--- config.mk ---
export PLATFORM = sky130hd
export DESIGN_NAME = wavelet_transform_flat
export DESIGN_NICKNAME = d
export VERILOG_FILES = /design/src/rtl/wavelet_transform_if.sv /design/src/rtl/wavelet_transform.sv /design/src/flat_wrapper.sv
export SDC_FILE = /design/constraint.sdc
export NUM_CORES = 1
export LEC_CHECK = 0
export BUFFER_PORTS_ARGS = -buffer_cell sky130_fd_sc_hd__buf_2
export CAP_MARGIN = 20
export CORE_UTILIZATION = 57
export DETAILED_ROUTE_END_ITERATION = 10
export GPL_ROUTABILITY_DRIVEN = 0
export GPL_TIMING_DRIVEN = 0
export PLACE_DENSITY = 0.71
export SKIP_CTS_REPAIR_TIMING = 1
export SLEW_MARGIN = 20
export SYNTH_ARGS = -nofsm -noshare
export SYNTH_HDL_FRONTEND = slang
export SYNTH_SLANG_ARGS = --single-unit
--- constraint.sdc ---
create_clock -name clk -period 4.7 [get_ports clk]
set_input_delay 0.94 -clock clk [delete_from_list [all_inputs] [get_ports clk]]
set_output_delay 0.94 -clock clk [all_outputs]
set_load 0.05 [all_outputs]
--- src/rtl/wavelet_transform_if.sv ---
// Pin-level bundle of the wavelet filter bank: sample strobe/value, channel select,
// and the multiplexed coefficient output with its update pulse.
interface wavelet_transform_if #(
    parameter int WIDTH = 8
);
    logic             i_data_clk;
    logic [WIDTH-1:0] i_value;
    logic [7:0]       i_select_output_channel;
    logic [WIDTH-1:0] o_multiplexed_wavelet_out;
    logic             o_active;

    modport master (
        output i_data_clk, i_value, i_select_output_channel,
        input  o_multiplexed_wavelet_out, o_active
    );

    modport slave (
        input  i_data_clk, i_value, i_select_output_channel,
        output o_multiplexed_wavelet_out, o_active
    );
endinterface

--- src/rtl/wavelet_transform.sv ---
// Streaming multi-level Haar filter bank: per-level detail registers plus a final
// approximation, one channel selected onto a registered output with an update pulse.
module wavelet_transform #(
    parameter int WIDTH      = 8,
    parameter int NUM_LEVELS = 4
) (
    input logic             clk,
    input logic             rst,
    wavelet_transform_if.slave bus
);
    localparam int IDXW = (NUM_LEVELS > 1) ? $clog2(NUM_LEVELS) : 1;

    logic             dclk_meta, dclk_sync, dclk_prev;
    logic             strobe;
    logic [WIDTH-1:0] val_meta, val_sync;

    logic [WIDTH-1:0] p_q   [NUM_LEVELS];
    logic [WIDTH-1:0] d_q   [NUM_LEVELS];
    logic [WIDTH-1:0] apx_q [NUM_LEVELS];
    logic             done_q[NUM_LEVELS];

    logic [WIDTH-1:0] mux_val, out_q;
    logic             mux_wr, active_q;

    // Value path has the same two-flop depth as the strobe path so they line up.
    always_ff @(posedge clk) begin
        if (rst) begin
            dclk_meta <= 1'b0;
            dclk_sync <= 1'b0;
            dclk_prev <= 1'b0;
            val_meta  <= '0;
            val_sync  <= '0;
        end else begin
            dclk_meta <= bus.i_data_clk;
            dclk_sync <= dclk_meta;
            dclk_prev <= dclk_sync;
            val_meta  <= bus.i_value;
            val_sync  <= val_meta;
        end
    end

    assign strobe = dclk_sync & ~dclk_prev;

    for (genvar l = 0; l < NUM_LEVELS; l++) begin : g_level
        logic             ev;
        logic [WIDTH-1:0] x;
        logic             ph;
        logic [WIDTH:0]   sum, dif;

        if (l == 0) begin : g_first
            assign ev = strobe;
            assign x  = val_sync;
        end else begin : g_next
            assign ev = done_q[l-1];
            assign x  = apx_q[l-1];
        end

        assign sum = {x[WIDTH-1], x} + {p_q[l][WIDTH-1], p_q[l]};
        assign dif = {x[WIDTH-1], x} - {p_q[l][WIDTH-1], p_q[l]};

        // done_q doubles as the "fresh value" flag for d_q/apx_q and as the
        // event into the next level; the last level's apx_q is the final A.
        always_ff @(posedge clk) begin
            if (rst) begin
                p_q[l]    <= '0;
                d_q[l]    <= '0;
                apx_q[l]  <= '0;
                done_q[l] <= 1'b0;
                ph        <= 1'b0;
            end else begin
                done_q[l] <= ev & ph;
                if (ev) begin
                    if (!ph) begin
                        p_q[l] <= x;
                        ph     <= 1'b1;
                    end else begin
                        ph       <= 1'b0;
                        d_q[l]   <= dif[WIDTH:1];
                        apx_q[l] <= sum[WIDTH:1];
                    end
                end
            end
        end
    end

    always_comb begin
        mux_val = '0;
        mux_wr  = 1'b0;
        if (bus.i_select_output_channel < 8'(NUM_LEVELS)) begin
            mux_val = d_q[bus.i_select_output_channel[IDXW-1:0]];
            mux_wr  = done_q[bus.i_select_output_channel[IDXW-1:0]];
        end else if (bus.i_select_output_channel == 8'(NUM_LEVELS)) begin
            mux_val = apx_q[NUM_LEVELS-1];
            mux_wr  = done_q[NUM_LEVELS-1];
        end
    end

    always_ff @(posedge clk) begin
        if (rst) begin
            out_q    <= '0;
            active_q <= 1'b0;
        end else begin
            out_q    <= mux_val;
            active_q <= mux_wr;
        end
    end

    assign bus.o_multiplexed_wavelet_out = out_q;
    assign bus.o_active                  = active_q;
endmodule

--- src/flat_wrapper.sv ---
// flat-port wrapper written by rule: the top's interface ports become plain ports
module wavelet_transform_flat 
#(
    parameter int WIDTH      = 8,
    parameter int NUM_LEVELS = 4
)
  (clk, rst, bus_i_data_clk, bus_i_value, bus_i_select_output_channel, bus_o_multiplexed_wavelet_out, bus_o_active);
  wavelet_transform_if #(.WIDTH(WIDTH)) bus_i ();
  input logic clk;
  input logic rst;
  input wire logic [$bits(bus_i.i_data_clk)-1:0] bus_i_data_clk;
  input wire logic [$bits(bus_i.i_value)-1:0] bus_i_value;
  input wire logic [$bits(bus_i.i_select_output_channel)-1:0] bus_i_select_output_channel;
  output wire logic [$bits(bus_i.o_multiplexed_wavelet_out)-1:0] bus_o_multiplexed_wavelet_out;
  output wire logic [$bits(bus_i.o_active)-1:0] bus_o_active;
  assign bus_i.i_data_clk = bus_i_data_clk;
  assign bus_i.i_value = bus_i_value;
  assign bus_i.i_select_output_channel = bus_i_select_output_channel;
  assign bus_o_multiplexed_wavelet_out = bus_i.o_multiplexed_wavelet_out;
  assign bus_o_active = bus_i.o_active;
  wavelet_transform #(.WIDTH(WIDTH), .NUM_LEVELS(NUM_LEVELS)) u_core (.clk(clk), .rst(rst), .bus(bus_i));
endmodule
==> out/qor.yml <==
postPlaceCellArea_um2: 7780
stdcell_area_um2: 8440
syn_area_per_cell_um2: 10.6
cts_htree_levels: 4
worst-r2r-setup-slack_ps: 2310
dr_total_vias: 5229
worst-setup-path-type: "in -> reg"
rsz0062_at_grt: "false"
first_global_vias: 4976
clk_pin_slew_worst_paths_ps: 60
drive_gt1_share_pct: 10.3
drt_first_iter_violations: 449
tritoncts.num_buffers: 17
timing.clock.skew_ps: 9.66
critPathLaunchType: "input port"
synthTopCellsByArea: "edfxtp_1, dfxtp_1, ha_1, inv_1, and2_1"
worstPathArrival_ps: 2500
total_power_uw: 2970
cp.required_ps: 4760
residual_drc: 0
netlist_instances: 699
crit_path_end_kind: "flop"
area.growth.synth_to_final_pct: 13.4
final_nets: 826
timing.max_slew.rel_slack_pct: 43.4
place.port_buffers: 25
layout_commonest_cell: "edfxtp_1"
grt_antenna_before_repair: 0
ant_nets: 0
start_util_pct: 58.7
finalCritPeriodShare_pct: 51.9
worstRegToRegCells: 7
timing.fmax_mhz: 410
route.detailed.wl_per_inst_um: 16.6
fin_crit_ps: 2440
worstHoldEndpoint: "u_core.g_level[0].x[3]$_SDFF_PP0_"
fp-row-count: 41
place.detailed.hpwl_mm: 11.4
grt_remaining_overflow: 0
wire_length_of_the_first_global_routing_pass_mm: 24.9
io_pins: 28
multi_input_area_um2: 3470
crit_path_max_fanout: 16
synth-edff-count: 96
die_h_um: 116
clock_tree.buffer_depth: 2
cts_sinks: 132
r2r_end: "u_core.apx_q[3][4]$_SDFFCE_PN0P_"
synth_ff_type: "edfxtp_1"
fp.coreArea_um2: 12700
drt-vias-per-instance: 5.63
status: "complete, no violations"
layout.cells.most_common_list: "edfxtp_1, inv_1, nor2_1, ha_1, and2_1"
final-instance-count-excl-fill: 928
die_x_um: 116
yosysSeqAreaShare_pct: 48.4
max_slew_violation_count: 0
hold_viol_final: 0
hold_start: "u_core.val_meta[3]$_SDFF_PP0_"
synth-seq-cells: 132
gr-usage-all-layers_pct: 25.0
grt_start_max_net_pins: 17
layout.filler_cells: 1014
vdd_ir_drop_max_v: 0.000246
netlist.top_cell.by_area: "edfxtp_1"
yosysWarningCount: 0
synth_area_um2: 7440
synthDistinctLibCells: 55
clk_latency_ps: 430
footprint_of_the_flip_flops_and_latches_um2: 3600
drt_first_pass_iters: 5
cts.root.buffer_cell: "clkbuf_16"
crit-reg2reg-launch: "u_core.apx_q[2][2]$_SDFFCE_PN0P_"
power_density_normalized_to_cell_area_nw_per_um2: 351
antennaDiodeCount: 0
synthArstFlopShare_pct: 0
hold_depth: 1
tightestPinTransition_ps: 847
die_area_um2: 13500
routed_wl_mm: 15.4
tritoncts: "built"
placed_cells_incl_taps: 896
power.static_leakage_uw: 0.00340
final.setup.tns_ps: 0
synth_top_area_share_pct: 38.7
synth.net_count: 782
setup-violations-final: 0
timing.hold.worst.class: "reg -> reg"
max_cap_viol_count: 0
-- state kept, by name, summed over array words and instances, names as in the netlist --
name / flops
u_core.done_q: 4
u_core.dclk_meta: 1
u_core.bus.o_multiplexed_wavelet_out: 8
u_core.p_q: 32
u_core.bus.o_active: 1
u_core.val_meta: 8
u_core.d_q: 32
u_core.g_level.x: 8
u_core.dclk_sync: 1
u_core.apx_q: 32
u_core.dclk_prev: 1
u_core.g_level.ph: 4
-- cells by family after synthesis --
| logic type | count (synthesis) | synth area share (%) |
|---|---|---|
| simple gates | 236 | 17.1 |
| compound gates | 132 | 11.8 |
| flops | 132 | 48.4 |
| buf+inv | 97 | 4.96 |
| fa+ha+maj | 64 | 11.6 |
| xor+xnor | 25 | 2.94 |
| mux | 13 | 3.26 |
-- how the worst max path moves through the flow --
stage / start / to / depth (start not counted) / slack, ps
floorplan: rst / u_core.apx_q[0][0]$_SDFFCE_PN0P_ / 3 / 2330
global placement: rst / u_core.apx_q[0][4]$_SDFFCE_PN0P_ / 4 / 1670
detailed placement: rst / u_core.apx_q[2][6]$_SDFFCE_PN0P_ / 4 / 1780
CTS: rst / u_core.d_q[2][2]$_SDFFCE_PN0P_ / 4 / 2220
global route: rst / u_core.d_q[2][2]$_SDFFCE_PN0P_ / 4 / 2030
finish: rst / u_core.d_q[2][2]$_SDFFCE_PN0P_ / 4 / 2260
-- power by group --
part | internal, uW | total [uW] | switching [uW]
combinational | 101 | 252 | 151
clock | 886 | 1400 | 515
sequential | 1290 | 1310 | 26.1
-- synthesized netlist by cell type (9+ instances only) --
cell type / instances
clkbuf_1: 22
edfxtp_1: 96
nand2b_1: 15
and2_1: 38
nor2b_1: 34
inv_1: 67
nand2_1: 28
o21ai_0: 28
a21o_1: 11
nor2_1: 57
mux4_2: 9
dfxtp_1: 36
o21a_1: 9
xnor2_1: 20
ha_1: 56
a21oi_1: 32
nor3_1: 18
-- layout make-up --
type | instances | share of cell area, %
Buffer | 27 | 1.26
Clock inverter | 8 | 0.786
Sequential cell | 132 | 42.7
Inverter | 70 | 3.11
Timing Repair Buffer | 25 | 1.48
Tap cell | 172 | 2.55
Clock buffer | 24 | 6.98
Multi-Input combinational cell | 470 | 41.1
-- stage by stage --
stage	worst slack [ps]	hold slack (ps)	utilization (%)
4_1_cts	2220	444	66.6
3_3_place_gp	1670	416	61.4
2_1_floorplan	2330	414	-
3_5_place_dp	1780	427	61.4
6_report	2260	445	66.6
5_1_grt	2030	459	66.6
-- routing by layer --
layer  GRT usage (%)  vias up  wire, um  share of wire (%)
met5               0        -         0                  0
met4            8.03        0       245                1.6
met3            5.86       28       784                5.1
met2            39.9      144      7290                 47
met1            33.7     2509      7070                 46
li1                -     2548         -                  -
-- worst max-delay path, cell delays in order --
cell and delay [ps]:
buf_2 170, clkbuf_1 460, clkbuf_1 410, a21o_1 500
Note: power is estimated with default switching activity, not from simulation.
